<file path="config.mk">
export PLATFORM = sky130hd
export DESIGN_NAME = counter_share_arb_flat
export DESIGN_NICKNAME = d
export VERILOG_FILES = /design/src/rtl/counter_share_arb_if.sv /design/src/rtl/counter_share_arb.sv /design/src/flat_wrapper.sv
export SDC_FILE = /design/constraint.sdc
export NUM_CORES = 1
export LEC_CHECK = 0
export CAP_MARGIN = 0
export CORE_MARGIN = 4
export CORE_UTILIZATION = 40
export DETAILED_ROUTE_END_ITERATION = 7
export PLACE_DENSITY_LB_ADDON = 0.2
export SYNTH_ARGS = -nofsm -noshare
export SYNTH_HDL_FRONTEND = slang
export SYNTH_SLANG_ARGS = --single-unit
</file>
<file path="constraint.sdc">
create_clock -name clk -period 1.8 [get_ports clk]
set_input_delay 0.27 -clock clk [delete_from_list [all_inputs] [get_ports clk]]
set_output_delay 0.27 -clock clk [all_outputs]
set_load 0.005 [all_outputs]
</file>
<file path="src/rtl/counter_share_arb_if.sv">
// rtl/counter_share_arb_if.sv - request/grant/counter bundle between clients and counter_share_arb
interface counter_share_arb_if #(
  parameter int N_REQ = 4,
  parameter int CNT_W = 8
);
  logic [N_REQ-1:0]       req;
  logic [N_REQ*CNT_W-1:0] limit;
  logic [N_REQ-1:0]       gnt;
  logic                   busy;
  logic [CNT_W-1:0]       count_out;
  logic [N_REQ-1:0]       done;

  modport master (output req, limit, input gnt, busy, count_out, done);
  modport slave  (input req, limit, output gnt, busy, count_out, done);
endinterface

</file>
<file path="src/rtl/counter_share_arb.sv">
// rtl/counter_share_arb.sv - round-robin time-sharing of one up-counter; COUNTER_SHARE_ARB_GRAY_EN selects Gray-coded count_out
module counter_share_arb #(
  parameter int N_REQ = 4,
  parameter int CNT_W = 8
) (
  input logic           clk,
  input logic           reset,
  counter_share_arb_if.slave bus
);
  localparam int PW = (N_REQ > 1) ? $clog2(N_REQ) : 1;

  typedef enum logic [1:0] {IDLE, RUN, DONE} state_t;

  state_t           state_q, state_d;
  logic [PW-1:0]    ptr_q, ptr_d;
  logic [PW-1:0]    win_q, win_d;
  logic [CNT_W-1:0] lim_q, lim_d;
  logic [CNT_W-1:0] cnt_q, cnt_d;

  logic             win_found;
  logic [PW-1:0]    win_idx;
  logic [PW-1:0]    cand;
  logic [PW-1:0]    next_ptr;
  logic             own_req;
  logic             at_limit;
  logic [CNT_W-1:0] lim_slice [N_REQ];

  // Unpack the flat limit bus so the winner's slice can be picked by index
  always_comb begin
    for (int i = 0; i < N_REQ; i++) begin
      lim_slice[i] = bus.limit[i*CNT_W +: CNT_W];
    end
  end

  assign own_req  = bus.req[win_q];
  assign at_limit = (cnt_q == lim_q);
  assign next_ptr = (int'(win_q) == N_REQ - 1) ? '0 : win_q + PW'(1);

  // Round-robin search: first requesting line at or after ptr, wrapping around
  always_comb begin
    win_found = 1'b0;
    win_idx   = '0;
    cand      = '0;
    for (int k = 0; k < N_REQ; k++) begin
      cand = PW'((int'(ptr_q) + k) % N_REQ);
      if (!win_found && bus.req[cand]) begin
        win_found = 1'b1;
        win_idx   = cand;
      end
    end
  end

  // State register
  always_ff @(posedge clk or posedge reset) begin
    if (reset) begin
      state_q <= IDLE;
    end else begin
      state_q <= state_d;
    end
  end

  // Next-state: arbitrate in IDLE, run to the captured limit, abort on dropped request
  always_comb begin
    state_d = state_q;
    case (state_q)
      IDLE:    if (win_found) state_d = RUN;
      RUN: begin
        if (!own_req)      state_d = IDLE;
        else if (at_limit) state_d = DONE;
      end
      DONE:    state_d = IDLE;
      default: state_d = IDLE;
    endcase
  end

  // Datapath next values: winner/limit capture, counting, pointer advance past the winner
  always_comb begin
    ptr_d = ptr_q;
    win_d = win_q;
    lim_d = lim_q;
    cnt_d = cnt_q;
    case (state_q)
      IDLE: begin
        cnt_d = '0;
        if (win_found) begin
          win_d = win_idx;
          lim_d = lim_slice[win_idx];
        end
      end
      RUN: begin
        if (!own_req) begin
          cnt_d = '0;
          ptr_d = next_ptr;
        end else if (!at_limit) begin
          cnt_d = cnt_q + CNT_W'(1);
        end
      end
      DONE: begin
        cnt_d = '0;
        ptr_d = next_ptr;
      end
      default: cnt_d = '0;
    endcase
  end

  // Datapath registers
  always_ff @(posedge clk or posedge reset) begin
    if (reset) begin
      ptr_q <= '0;
      win_q <= '0;
      lim_q <= '0;
      cnt_q <= '0;
    end else begin
      ptr_q <= ptr_d;
      win_q <= win_d;
      lim_q <= lim_d;
      cnt_q <= cnt_d;
    end
  end

  // Outputs decoded from state and the held winner index
  always_comb begin
    bus.gnt  = '0;
    bus.done = '0;
    bus.busy = 1'b0;
    if (state_q != IDLE) begin
      bus.gnt[win_q] = 1'b1;
      bus.busy       = 1'b1;
    end
    if (state_q == DONE) begin
      bus.done[win_q] = 1'b1;
    end
  end

`ifdef COUNTER_SHARE_ARB_GRAY_EN
  logic [CNT_W-1:0] gray_q;

  // Registered Gray image of the binary count; terminal compare stays on cnt_q
  always_ff @(posedge clk or posedge reset) begin
    if (reset) begin
      gray_q <= '0;
    end else begin
      gray_q <= cnt_d ^ (cnt_d >> 1);
    end
  end

  assign bus.count_out = gray_q;
`else
  assign bus.count_out = cnt_q;
`endif
endmodule
</file>
<file path="src/flat_wrapper.sv">
// flat-port wrapper written by rule: the top's interface ports become plain ports
module counter_share_arb_flat 
#(
  parameter int N_REQ = 4,
  parameter int CNT_W = 8
)
  (clk, reset, bus_req, bus_limit, bus_gnt, bus_busy, bus_count_out, bus_done);
  counter_share_arb_if #(.N_REQ(N_REQ), .CNT_W(CNT_W)) bus_i ();
  input logic clk;
  input logic reset;
  input wire logic [$bits(bus_i.req)-1:0] bus_req;
  input wire logic [$bits(bus_i.limit)-1:0] bus_limit;
  output wire logic [$bits(bus_i.gnt)-1:0] bus_gnt;
  output wire logic [$bits(bus_i.busy)-1:0] bus_busy;
  output wire logic [$bits(bus_i.count_out)-1:0] bus_count_out;
  output wire logic [$bits(bus_i.done)-1:0] bus_done;
  assign bus_i.req = bus_req;
  assign bus_i.limit = bus_limit;
  assign bus_gnt = bus_i.gnt;
  assign bus_busy = bus_i.busy;
  assign bus_count_out = bus_i.count_out;
  assign bus_done = bus_i.done;
  counter_share_arb #(.N_REQ(N_REQ), .CNT_W(CNT_W)) u_core (.clk(clk), .reset(reset), .bus(bus_i));
endmodule
</file>
==> flow_metrics.tcl <==
set metrics [dict create \
    outcome "completed" \
    ios 55 \
    drt-pass1-iter-count 4 \
    postSynthAreaPerCell_um2 10.2 \
    ys.warnings.count 0 \
    drc 0 \
    core_area_um2 3660 \
    synth_top_area_cell "dfrtp_1" \
    vias_per_cell 4.94 \
    place_inst 266 \
    synthTopCellsByCount "dfrtp_1 (22), mux2i_1 (17), nand2_1 (14)" \
    p_comb_frac 0.598 \
    gp_congestion 0.817 \
    critPathMaxFanout 5 \
    peakVddDrop_uv 569 \
    gr-total-overflow 0 \
    power_frac_seq 0.299 \
    areaGrowthSynthToFinish_pct 61.1 \
    nNetsFinal 275 \
    fmax_mhz 575 \
    dieArea_um2 4840 \
    seq_area_um2 553 \
    final.setup_skew_ns 0.00134 \
    synth_edf_count 0 \
    rsz0062_at_grt "true" \
    final_antenna_net_count 0 \
    synth_cell_types 42 \
    grt_pass1_vias 1383 \
    clkTransAtPathRegs_ns 0.07 \
    fp.dieH_um 69.6 \
    syn_inst 149 \
    cp.required_ns 1.94 \
    drt_first_iter_violations 45 \
    vias 1372 \
    cts_max_level 1 \
    dp_hpwl_mm 3.07 \
    synth.area.top_cells "dfrtp_1 (36%), mux2i_1 (11%), o221ai_1 (4.6%)" \
    rows 22 \
    stdcell_count 278 \
    fp.dieW_um 69.6 \
    worstSkewPairLatency_ns 0.25 \
    root_buffer "clkbuf_8" \
    hold_slack_ns 0.348 \
    clock_path_buffers 2 \
    p_per_area_nw_per_um2 1180 \
    crit_arrival_ns 1.88 \
    period_share 0.967 \
    maxCapViolCount 0 \
    grt_pass1_wl_mm 6.20 \
    finalHoldViolCount 0 \
    p_sw_frac 0.389 \
    numClockSinks 22 \
    ys_seq_elements 22 \
    syn-cell-area_um2 1520 \
    drive_above_1_share 0.243 \
    synthFlopType "dfrtp_1" \
    setup.worst_path.end_class "flop" \
    crit_type "flop to flop" \
    ys_seq_area_frac 0.363 \
    grt_max_degree 23 \
    multiInputGateArea_um2 968 \
    portBuffers 54 \
    fill_cells 309 \
    cts_tree "yes" \
    hold_buffers 0 \
    grtUsageTotal 0.155 \
    critical_path.startpoint_type "flop" \
    syn_nets 192 \
    cts_inserted_buffers 3 \
    routedWlPerCell_um 14.3 \
    initial_core_util 0.415 \
    worst_slew_pin_slew_ns 0.398 \
    async_flop_share 1.00 \
    routed_wl_mm 3.98 \
    switchingPower_w 0.00113 \
    yosysTopAreaCellShare 0.363 \
    antenna_found_initial 0 \
    setup_violations 0 \
    finalMaxSlewViolations 0 \
    clkPwrFrac 0.102 \
    diodes 0 \
    synth.most_common_cell "dfrtp_1" \
    p_total_w 0.00289 \
    period_minus_slack_ns 1.74 \
    max-slew-margin-rel 0.734 \
    leakagePower_nw 1.14 \
    power.internal_w 0.00177 \
    hp-class "input port to asynchronous set/reset pin" \
]
stage by stage:
stage	setup WS, ns	setup TNS [ns]	area, µm²	utilization
final	0.0600	0	2440	0.668
after floorplan	0.0615	0	1520	-
after CTS	0.00545	0	2310	0.632
after detailed placement	-0.270	-3.00	2260	0.616
after global routing	-0.0247	-0.0453	2440	0.668
after global placement	-0.184	-1.95	2260	0.616
area by class of cell:
type | count | share of cell area
clock buffer | 3 | 0.0169
timing repair buffer | 84 | 0.325
tap | 48 | 0.0246
sequential | 22 | 0.226
inverter | 7 | 0.0107
multi-input combinational | 114 | 0.396
cells by family (layout without fill, tap and decap cells):
| kind of cell | Yosys count | count (layout) | synth area share |
|---|---|---|---|
| XOR/XNOR | 14 | 14 | 0.0857 |
| adder cells (fa/ha/maj) | 5 | 5 | 0.0412 |
| AND/OR/NAND/NOR | 49 | 49 | 0.181 |
| buffers and inverters | 13 | 94 | 0.0387 |
| multiplexers | 20 | 20 | 0.144 |
| AO/OA/AOI/OAI | 26 | 26 | 0.146 |
| flip-flops | 22 | 22 | 0.363 |
routing by layer:
| metal | global-route usage | vias up | part of all wire |
|---|---|---|---|
| met2 | 0.306 | 35 | 0.56 |
| met1 | 0.168 | 651 | 0.39 |
| li1 | - | 682 | - |
| met3 | 0.0217 | 4 | 0.041 |
| met5 | 0 | - | 0 |
| met4 | 0.0456 | 0 | 0.0093 |
worst max-delay path, stage by stage (launching register included):
cell and delay, ns:
dfrtp_1 0.41, xor2_2 0.20, nor4_4 0.40, a211oi_2 0.14, and3_1 0.19, mux2_4 0.29
sequential cells by signal (all words and copies together), names as in the netlist:
signal                flops
u_core.ptr_q              2
u_core.bus.count_out      8
u_core.win_q              2
u_core.state_q            2
u_core.lim_q              8
power groups by stage:
stage               Clock (W)  Combinational, W  Sequential (W)
finish               0.000296           0.00173        0.000866
global route         0.000323           0.00191        0.000891
CTS                  0.000309           0.00153        0.000859
detailed placement          0           0.00150        0.000862
global placement            0           0.00144        0.000853
floorplan                   0          0.000944        0.000812
path summary, 6_finish.rpt:
path	startpoint	endpoint	slack [ns]	cells after the start
worst max-delay path	u_core.lim_q[2]	u_core.bus.count_out[7]	0.06	5
worst min-delay path	reset	u_core.bus.count_out[6]	0.35	3
worst max register to register	u_core.lim_q[2]	u_core.bus.count_out[7]	0.06	5
worst min register to register	u_core.lim_q[0]	u_core.lim_q[0]	0.53	2
max in group asynchronous	reset	u_core.win_q[1]	1.22	3
min in group clk	u_core.lim_q[0]	u_core.lim_q[0]	0.53	2
repair_timing:
action	in CTS	in global routing
pin swaps	0	4
resized for setup	13	13
cloned	0	1
setup endpoints to repair	9	14
setup buffers	2	6
layout by cell type (no fill, tap or decap), drive strengths merged:
cell	netlist	layout
clkdlybuf4s50	0	45
buf	3	29
dfrtp	22	22
mux2i	17	17
nand2	14	14
nor2	12	12
o221ai	9	9
xor2	9	9
nor2b	7	7
inv	7	7
dlygate4sd2	0	6
xnor2	5	5
and2	5	5
ha	5	5
o21ai	4	4
clkbuf	3	4
dlymetal6s2s	0	3
a21oi	3	3
and2b	2	2
nand2b	2	2
nor4	2	2
nand3	2	2
a21boi	2	2
mux2	2	2
o41ai	1	1
a21o	1	1
o22ai	1	1
or2	1	1
mux4	1	1
nand3b	1	1
a211oi	1	1
and3	1	1
a2111oi	1	1
o21bai	1	1
o21a	1	1
o211ai	1	1
Power figures use the tool's default switching activity.
